[src/rtl/tff_seq_pkg.sv]
// Shared types and constants for the toggle-sequence controller.
package tff_seq_pkg;

  localparam int MASK_W = 8;
  localparam int CNT_W  = 8;
  localparam int PER_W  = 4;

  localparam logic [MASK_W-1:0] MASK_ZERO = {MASK_W{1'b0}};
  localparam logic [CNT_W-1:0]  CNT_ZERO  = {CNT_W{1'b0}};
  localparam logic [CNT_W-1:0]  CNT_ONE   = {{(CNT_W-1){1'b0}}, 1'b1};
  localparam logic [PER_W-1:0]  PER_ZERO  = {PER_W{1'b0}};
  localparam logic [PER_W-1:0]  PER_ONE   = {{(PER_W-1){1'b0}}, 1'b1};

  typedef enum logic [1:0] {
    ST_IDLE = 2'b00,
    ST_RUN  = 2'b01,
    ST_DONE = 2'b10
  } tff_state_e;

  function automatic logic [MASK_W-1:0] gate_mask(input logic en, input logic [MASK_W-1:0] m);
    return en ? m : MASK_ZERO;
  endfunction

endpackage

[src/rtl/tff_cell.sv]
// One-bit T flip-flop built as a D flop with D = T ^ Q.
module tff_cell (
  input  logic clk,
  input  logic reset,
  input  logic t,
  output logic q
);

  logic q_r;
  logic d_s;

  assign d_s = t ^ q_r;

  // toggle state register
  always_ff @(posedge clk or posedge reset) begin
    if (reset) begin
      q_r <= 1'b0;
    end else begin
      q_r <= d_s;
    end
  end

  assign q = q_r;

endmodule

[src/rtl/tff_seq_ctrl.sv]
// Command-driven pulse sequencer feeding an 8-bit toggle bank.
// Optional abort input enabled by defining TFF_SEQ_ABORT_EN.
module tff_seq_ctrl
  import tff_seq_pkg::*;
(
  input  logic              clk,
  input  logic              reset,
  input  logic              cmd_valid,
  output logic              cmd_ready,
  input  logic [MASK_W-1:0] cmd_mask,
  input  logic [CNT_W-1:0]  cmd_count,
  input  logic [PER_W-1:0]  cmd_period,
`ifdef TFF_SEQ_ABORT_EN
  input  logic              abort,
`endif
  output logic [MASK_W-1:0] t_out,
  output logic [MASK_W-1:0] q,
  output logic              busy,
  output logic              done
);

  tff_state_e        state_r, state_s;
  logic [MASK_W-1:0] mask_r, mask_s;
  logic [PER_W-1:0]  per_r, per_s;
  logic [PER_W-1:0]  timer_r, timer_s;
  logic [CNT_W-1:0]  rem_r, rem_s;
  logic              ready_r, busy_r, done_r;
  logic              abort_s;
  logic              fire_s;

`ifdef TFF_SEQ_ABORT_EN
  assign abort_s = abort;
`else
  assign abort_s = 1'b0;
`endif

  // Pulse is decoded from registered state; abort gates it within the same cycle.
  assign fire_s = (state_r == ST_RUN) && (timer_r == PER_ZERO) && !abort_s;
  assign t_out  = gate_mask(fire_s, mask_r);

  // next-state and datapath update
  always_comb begin
    state_s = state_r;
    mask_s  = mask_r;
    per_s   = per_r;
    timer_s = timer_r;
    rem_s   = rem_r;
    case (state_r)
      ST_IDLE: begin
        if (cmd_valid) begin
          mask_s  = cmd_mask;
          per_s   = cmd_period;
          rem_s   = cmd_count;
          timer_s = cmd_period;
          if (cmd_count == CNT_ZERO) begin
            state_s = ST_DONE;
          end else begin
            state_s = ST_RUN;
          end
        end else begin
          state_s = ST_IDLE;
        end
      end
      ST_RUN: begin
        if (abort_s) begin
          state_s = ST_DONE;
        end else if (timer_r == PER_ZERO) begin
          timer_s = per_r;
          rem_s   = rem_r - CNT_ONE;
          if (rem_r == CNT_ONE) begin
            state_s = ST_DONE;
          end else begin
            state_s = ST_RUN;
          end
        end else begin
          timer_s = timer_r - PER_ONE;
        end
      end
      ST_DONE: begin
        state_s = ST_IDLE;
      end
      default: begin
        state_s = ST_IDLE;
        mask_s  = MASK_ZERO;
        per_s   = PER_ZERO;
        timer_s = PER_ZERO;
        rem_s   = CNT_ZERO;
      end
    endcase
  end

  // state, latched command and registered status outputs
  always_ff @(posedge clk or posedge reset) begin
    if (reset) begin
      state_r <= ST_IDLE;
      mask_r  <= MASK_ZERO;
      per_r   <= PER_ZERO;
      timer_r <= PER_ZERO;
      rem_r   <= CNT_ZERO;
      ready_r <= 1'b1;
      busy_r  <= 1'b0;
      done_r  <= 1'b0;
    end else begin
      state_r <= state_s;
      mask_r  <= mask_s;
      per_r   <= per_s;
      timer_r <= timer_s;
      rem_r   <= rem_s;
      ready_r <= (state_s == ST_IDLE);
      busy_r  <= (state_s != ST_IDLE);
      done_r  <= (state_s == ST_DONE);
    end
  end

  assign cmd_ready = ready_r;
  assign busy      = busy_r;
  assign done      = done_r;

  for (genvar i = 0; i < MASK_W; i++) begin : g_bank
    tff_cell u_cell (
      .clk   (clk),
      .reset (reset),
      .t     (t_out[i]),
      .q     (q[i])
    );
  end

endmodule

[config.mk]
export PLATFORM = sky130hd
export DESIGN_NAME = tff_seq_ctrl
export DESIGN_NICKNAME = d
export VERILOG_FILES = /design/src/rtl/tff_seq_pkg.sv /design/src/rtl/tff_cell.sv /design/src/rtl/tff_seq_ctrl.sv
export SDC_FILE = /design/constraint.sdc
export NUM_CORES = 1
export LEC_CHECK = 0
export CELL_PAD_IN_SITES_DETAIL_PLACEMENT = 1
export CELL_PAD_IN_SITES_GLOBAL_PLACEMENT = 2
export CORE_UTILIZATION = 34
export DETAILED_ROUTE_END_ITERATION = 10
export GPL_TIMING_DRIVEN = 0
export PLACE_DENSITY_LB_ADDON = 0.1
export SLEW_MARGIN = 20
export SYNTH_ARGS = -nofsm -noshare
export SYNTH_HDL_FRONTEND = slang
export SYNTH_SLANG_ARGS = --single-unit
export TNS_END_PERCENT = 50
[constraint.sdc]
create_clock -name clk -period 5.55 [get_ports clk]
set_input_delay 0.8325 -clock clk [delete_from_list [all_inputs] [get_ports clk]]
set_output_delay 0.8325 -clock clk [all_outputs]
set_load 0.005 [all_outputs]
==> impl_metrics.py, run 1 <==
metrics = {
    "clock_tree": {
        "cts_tree": "built",
        "cts_hold_buffers": 0,
        "tritoncts.num_buffers": 5,
        "cts-root-buf": "sky130_fd_sc_hd__clkbuf_8",
        "worst_path_clk_slew_ps": 70,
        "cts_setup_buffers": 0,
        "htreeDepth": 2,
        "clock_sink_count": 37,
        "insertion_delay_ps": 290,
        "clockBufferDepth": 2,
        "ctsResizeCount": 0,
    },
    "sta": {
        "max_slew_margin_pct": 40.9,
        "period_share_pct": 68.5,
        "fin_worst_hold_slack_ps": 464,
        "hold_viol_final": 0,
        "worst_slew_pin_slew_ps": 884,
        "timing_max_transition_violations_final": 0,
        "unrepaired_setup_endpoints_after_global_routing": "false",
        "skew_ps": 8.81,
        "period_minus_slack_ps": 3800,
        "max_freq_mhz": 263,
        "setup_tns_ps": 0,
        "final-setup-viol-count": 0,
    },
    "critical_path": {
        "ff2ff_path_depth": 7,
        "reg2reg_from": "timer_r[0]$_DFFE_PP0P_",
        "arrival_time_reported_for_the_critical_path_endpoint_ps": 2970,
        "critical_path.max_fanout": 10,
        "crit_path_end_kind": "primary output",
        "critPathRequiredTime_ps": 4720,
        "worst-setup-path-type": "register to primary output",
        "r2r_slack_ps": 3210,
        "regToRegEndpoint": "timer_r[0]$_DFFE_PP0P_",
        "cp-start-kind": "register",
    },
    "route": {
        "drt_wl_total_um": 5530,
        "starting_drt_drc_count": 74,
        "route.antenna.remaining_nets": 0,
        "vias_per_cell": 5.11,
        "vias": 1785,
        "routed_wire_length_per_instance_um": 15.8,
        "drcViolationCount": 0,
        "firstDrtPassIters": 4,
    },
    "pwr": {
        "leakagePower_nw": 1.27,
        "vdd_ir_drop_max_mv": 0.209,
        "power_frac_clock_pct": 14.0,
        "power_switching_share_pct": 39.4,
        "internal-power_uw": 862,
        "p_per_area_nw_per_um2": 509,
        "pwr-share-seq_pct": 35.2,
        "power.share.combinational_pct": 50.8,
        "p_switching_uw": 561,
    },
    "min_path": {
        "worstHoldEndpoint": "g_bank[5].u_cell.q$_DFF_PP0_",
        "worst_hold_path.num_cells": 1,
        "worst_hold_startpoint": "g_bank[5].u_cell.q$_DFF_PP0_",
        "worst_hold_path_type": "register to register",
    },
    "logic_synthesis": {
        "synth_cell_types": 46,
        "synth_fa_ha_area_share_pct": 4.03,
        "synth_compound_gate_area_share_pct": 22.9,
        "synth_top_family_by_area": "compound AO/OA/AOI/OAI gates",
        "synth-seq-cells": 37,
        "synth.yosys.seq_area_share_pct": 42.6,
        "synthesis.instances": 224,
        "mappedNetlistArea_um2": 2170,
        "synthesis.yosys.warnings": 0,
        "mappedNetlistNets": 254,
        "mux_contribution_to_synthesized_area_pct": 0.460,
        "synth_simple_gate_area_share_pct": 14.1,
        "synth.avg_cell_area_um2": 9.71,
        "yosys.area_share.xor_xnor_pct": 3.22,
    },
    "outcome": {
        "run_status": "finished clean",
    },
    "global_routing": {
        "largest_net_degree_at_the_start_of_global_routing": 21,
        "initial_antenna_violation_count": 0,
        "global_route.overflow_total": 0,
        "grt_first_pass_wirelength_um": 9230,
        "grt_pass1_vias": 1793,
        "grt_usage_pct": 18.6,
    },
    "final_layout": {
        "final_cells": 349,
        "layout-drive-gt1-share_pct": 15.7,
        "postLayoutCoreUtil_pct": 46.1,
        "synthToLayoutAreaGrowth_pct": 28.6,
        "nets": 303,
        "num_antenna_cells": 0,
    },
    "placement": {
        "numPortBuffers": 41,
        "dp_hpwl_um": 4030,
        "gp_congestion": 0.781,
        "total_instance_count_after_detailed_placement": 341,
    },
    "floorplanning": {
        "initial_core_util_pct": 35.9,
        "design.die.area_um2": 6720,
        "chipWidth_um": 82.0,
        "boundaryPins": 42,
        "coreArea_um2": 6060,
        "dieHeight_um": 82.0,
        "row_count": 28,
    },
    "run": {
        "maxCapViolCount": 0,
    },
}
## cells by family (layout without fill, tap and decap cells)
logic type                 count (synthesis)  after routing
DFF                                       37             37
buffers and inverters                     49             99
AOI/OAI and AO/OA                         69             69
and+or+nand+nor                           53             53
xor gates and xnor gates                   8              8
muxes                                      1              1
adders and majority gates                  7              7
## per-layer routing
| layer | vias to the layer above | GRT usage (%) | part of all wire [%] |
|---|---|---|---|
| met1 | 872 | 25.7 | 50 |
| met2 | 31 | 29.3 | 45 |
| met5 | - | 0 | 0 |
| li1 | 875 | - | - |
| met4 | 0 | 6.32 | 1.4 |
| met3 | 7 | 3.22 | 3.1 |
## power groups by stage
stage / Combinational [mW] / Sequential (mW) / Clock [mW]
2_1_floorplan: 0.502 / 0.480 / 0
3_3_place_gp: 0.719 / 0.501 / 0
3_5_place_dp: 0.731 / 0.506 / 0
4_1_cts: 0.735 / 0.501 / 0.206
5_1_grt: 0.811 / 0.520 / 0.215
6_report: 0.723 / 0.501 / 0.199
## registers in the layout (all words and copies together), names as in the netlist
signal and count:
done 1, per_r 4, busy 1, mask_r 8, cmd_ready 1, timer_r 4
state_r 2, g_bank.u_cell.q 8, rem_r 8
## cell type report
type	count	area [um2]
inverters	20	75.1
repair buffers	42	438
flip-flops and latches	37	927
plain buffers	29	200
multi-input cells	138	972
fillers	693	3260
well taps	75	93.8
clock buffers	8	90.1
## worst max path at each step
stage | start | end | slack (ps) | depth (start not counted)
global route | timer_r[0]$_DFFE_PP0P_ | t_out[6] | 1470 | 7
global placement | timer_r[0]$_DFFE_PP0P_ | t_out[3] | 2020 | 7
floorplan | timer_r[0]$_DFFE_PP0P_ | t_out[3] | 3110 | 6
detailed placement | timer_r[0]$_DFFE_PP0P_ | t_out[4] | 2000 | 7
CTS | timer_r[0]$_DFFE_PP0P_ | t_out[4] | 1670 | 7
finish | timer_r[0]$_DFFE_PP0P_ | t_out[4] | 1750 | 7
## critical path, cell delays in order (launching register included)
cell	delay (ps)
sky130_fd_sc_hd__dfrtp_1	410
sky130_fd_sc_hd__inv_1	120
sky130_fd_sc_hd__ha_1	220
sky130_fd_sc_hd__nor3b_1	740
sky130_fd_sc_hd__buf_2	360
sky130_fd_sc_hd__and3_1	220
sky130_fd_sc_hd__buf_4	110
sky130_fd_sc_hd__clkdlybuf4s50_1	490
## cell usage after synthesis, drive strengths merged
cell type   n  area (um2)
dfrtp      36         901
dfstp       1        26.3
and3        9        56.3
a32oi       5        43.8
nand2b      5        31.3
a211o       1        17.5
clkbuf     10        58.8
a21boi      1        7.51
or3b        1        11.3
nand3       1        5.00
o21ai      23         126
o211ai      1        7.51
nand3b      1        7.51
a21o        1        7.51
nor3        3        15.0
nand2      14        52.6
ha          7        87.6
mux2i       1        10.0
or4         1        11.3
and2b       2        16.3
o31ai       2        15.0
and2        1        6.26
nor2b       2        12.5
a221oi      3        26.3
xor2        8        70.1
a22o       12         105
nor3b       2        15.0
o22ai       8        50.1
o31a        4        37.5
nor2        7        26.3
buf        19         141
a21oi       7        42.5
or3         1        6.26
o41a        1        11.3
nor4        3        33.8
inv        20        75.1
## metrics by stage
step                power (mW)  area, um2  setup WS (ps)
finish                    1.42       2800           1750
global route              1.55       2800           1470
CTS                       1.44       2800           1670
detailed placement        1.24       2710           2000
global placement          1.22       2680           2020
floorplan                0.982       2170           3110
## cells in the final DEF, fill, tap and decap left out, types with 2 or more instances in the layout
cell type / n
sky130_fd_sc_hd__o31a_2: 2
sky130_fd_sc_hd__dfrtp_1: 36
sky130_fd_sc_hd__o21ai_1: 5
sky130_fd_sc_hd__nand2b_1: 5
sky130_fd_sc_hd__clkbuf_1: 9
sky130_fd_sc_hd__nor3b_1: 2
sky130_fd_sc_hd__ha_1: 7
sky130_fd_sc_hd__o31a_1: 2
sky130_fd_sc_hd__clkbuf_8: 8
sky130_fd_sc_hd__buf_4: 16
sky130_fd_sc_hd__and3_1: 9
sky130_fd_sc_hd__o21ai_2: 3
sky130_fd_sc_hd__xor2_1: 8
sky130_fd_sc_hd__inv_1: 19
sky130_fd_sc_hd__nor2_1: 7
sky130_fd_sc_hd__nor2b_1: 2
sky130_fd_sc_hd__o31ai_1: 2
sky130_fd_sc_hd__a21oi_2: 2
sky130_fd_sc_hd__a221oi_1: 3
sky130_fd_sc_hd__nor4_1: 2
sky130_fd_sc_hd__nand2_1: 14
sky130_fd_sc_hd__o21ai_0: 15
sky130_fd_sc_hd__nor3_1: 3
sky130_fd_sc_hd__a32oi_1: 5
sky130_fd_sc_hd__clkdlybuf4s50_1: 41
sky130_fd_sc_hd__o22ai_1: 8
sky130_fd_sc_hd__a21oi_1: 5
sky130_fd_sc_hd__a22o_1: 12
sky130_fd_sc_hd__buf_2: 2
Power figures use the tool's default switching activity.
==> run 2, diff against run 1 <==
Settings changed: CORE_UTILIZATION 34 to 32.
Clock period 5.55 ns to 3.5 ns, I/O delays scaled along.
==> impl_metrics.py, run 2 (synthesized netlist as in run 1, its figures left out) <==
metrics = {
    "run": {
        "maxCapViolCount": 0,
    },
    "clock_tree": {
        "cts-root-buf": "sky130_fd_sc_hd__clkbuf_8",
        "clock_sink_count": 37,
        "cts_hold_buffers": 0,
        "cts_setup_buffers": 0,
        "ctsResizeCount": 1,
        "insertion_delay_ps": 290,
        "htreeDepth": 2,
        "clockBufferDepth": 2,
        "tritoncts.num_buffers": 5,
        "cts_tree": "built",
        "worst_path_clk_slew_ps": 80,
    },
    "sta": {
        "unrepaired_setup_endpoints_after_global_routing": "false",
        "final-setup-viol-count": 0,
        "max_freq_mhz": 314,
        "worst_slew_pin_slew_ps": 523,
        "final.setup.worst_slack_ps": 311,
        "timing_max_transition_violations_final": 0,
        "setup_tns_ps": 0,
        "hold_viol_final": 0,
        "period_minus_slack_ps": 3190,
        "max_slew_margin_pct": 64.8,
        "skew_ps": 8.58,
        "period_share_pct": 91.1,
    },
    "final_layout": {
        "area_of_combinational_cells_with_multiple_inputs_um2": 977,
        "nFillCells": 747,
        "mostFrequentLayoutCells": "41 x sky130_fd_sc_hd__clkdlybuf4s50_1, 36 x sky130_fd_sc_hd__dfrtp_1, 19 x sky130_fd_sc_hd__inv_1, 16 x sky130_fd_sc_hd__buf_4, 15 x sky130_fd_sc_hd__o21ai_0",
        "layout-drive-gt1-share_pct": 16.1,
        "seq_area_um2": 927,
        "synthToLayoutAreaGrowth_pct": 28.6,
        "num_antenna_cells": 0,
        "nets": 303,
        "layout_commonest_cell": "sky130_fd_sc_hd__clkdlybuf4s50_1",
    },
    "global_routing": {
        "global_route.overflow_total": 0,
        "grt_first_pass_wirelength_um": 9540,
        "grt_usage_pct": 17.1,
        "largest_net_degree_at_the_start_of_global_routing": 25,
        "initial_antenna_violation_count": 0,
        "grt_pass1_vias": 1888,
    },
    "pwr": {
        "p_per_area_nw_per_um2": 810,
        "vdd_ir_drop_max_mv": 0.266,
        "leakagePower_nw": 1.26,
    },
    "critical_path": {
        "arrival_time_reported_for_the_critical_path_endpoint_ps": 2660,
        "critical_path.max_fanout": 10,
        "worst-setup-path-type": "register to primary output",
        "critPathRequiredTime_ps": 2970,
        "crit_path_end_kind": "primary output",
        "cp-start-kind": "register",
    },
    "floorplanning": {
        "row_count": 29,
        "chipWidth_um": 84.4,
        "dieHeight_um": 84.4,
        "boundaryPins": 42,
        "initial_core_util_pct": 33.7,
        "coreArea_um2": 6460,
        "design.die.area_um2": 7130,
    },
    "placement": {
        "dp_hpwl_um": 4120,
        "numPortBuffers": 41,
        "placement.setup.worst_slack_ps": 309,
        "gp_congestion": 0.808,
    },
    "route": {
        "vias": 1778,
        "vias_per_cell": 5.07,
        "starting_drt_drc_count": 50,
        "routed_wire_length_per_instance_um": 16.1,
        "firstDrtPassIters": 7,
        "drcViolationCount": 8,
        "drt_wl_total_um": 5650,
        "route.antenna.remaining_nets": 0,
    },
    "min_path": {
        "worst_hold_path_type": "register to register",
    },
    "outcome": {
        "violations": "DRC",
        "run_status": "finished, violations left",
    },
}
[run 2: cell counts in the layout (fill, tap and decap cells not counted)]
No cell type changed its count.
[run 2: critical path, cell delays in order (launching register included)]
cell and delay, ps:
sky130_fd_sc_hd__dfrtp_1 410, sky130_fd_sc_hd__inv_1 130, sky130_fd_sc_hd__ha_1 220, sky130_fd_sc_hd__nor3b_2 470, sky130_fd_sc_hd__buf_2 320, sky130_fd_sc_hd__and3_1 220
sky130_fd_sc_hd__buf_4 110, sky130_fd_sc_hd__clkdlybuf4s50_1 480
[run 2: final timing paths]
check | start | end | slack [ps] | cells past startpoint
max | timer_r[0]$_DFFE_PP0P_ | t_out[6] | 310 | 7
min | g_bank[0].u_cell.q$_DFF_PP0_ | g_bank[0].u_cell.q$_DFF_PP0_ | 470 | 1
max reg2reg | timer_r[0]$_DFFE_PP0P_ | rem_r[2]$_DFFE_PP0P_ | 1420 | 7
min reg2reg | g_bank[0].u_cell.q$_DFF_PP0_ | g_bank[0].u_cell.q$_DFF_PP0_ | 470 | 1
max in group asynchronous | reset | rem_r[7]$_DFFE_PP0P_ | 2520 | 3
min in group asynchronous | reset | busy$_DFF_PP0_ | 530 | 2
[run 2: area by class of cell]
| class | count | share of cell area (%) |
|---|---|---|
| multi-input combinational | 138 | 34.9 |
| tap | 77 | 3.45 |
| buffer | 29 | 7.16 |
| sequential | 37 | 33.2 |
| inverter | 20 | 2.68 |
| timing repair buffer | 42 | 15.4 |
| clock buffer | 8 | 3.22 |
[run 2: per-layer routing]
layer,vias up,GRT usage (%),part of all wire (%),routed length [um]
met5,-,0,0,0
met4,0,5.24,0.90,51
met3,5,3.24,3.4,193
met2,32,28.2,46,2610
met1,867,22.9,49,2790
li1,874,-,-,-
[run 2: metrics by stage]
| stage | instance area (um2) | hold slack [ps] | util [%] | std cells | power [mW] |
|---|---|---|---|---|---|
| after CTS | 2800 | 473 | 43.3 | 351 | 2.29 |
| after detailed placement | 2700 | 459 | 41.8 | 343 | 1.96 |
| after global routing | 2800 | 481 | 43.3 | 351 | 2.45 |
| after global placement | 2680 | 457 | 41.5 | 342 | 1.94 |
| after floorplan | 2170 | 443 | - | 224 | 1.56 |
| final | 2800 | 467 | 43.3 | 351 | 2.26 |
[run 2: report_power, final]
part           internal (mW)  total [mW]  leakage [nW]  switching (mW)
Combinational          0.574        1.15         0.753           0.578
Sequential             0.634       0.796         0.466           0.162
Clock                  0.161       0.316        0.0455           0.155
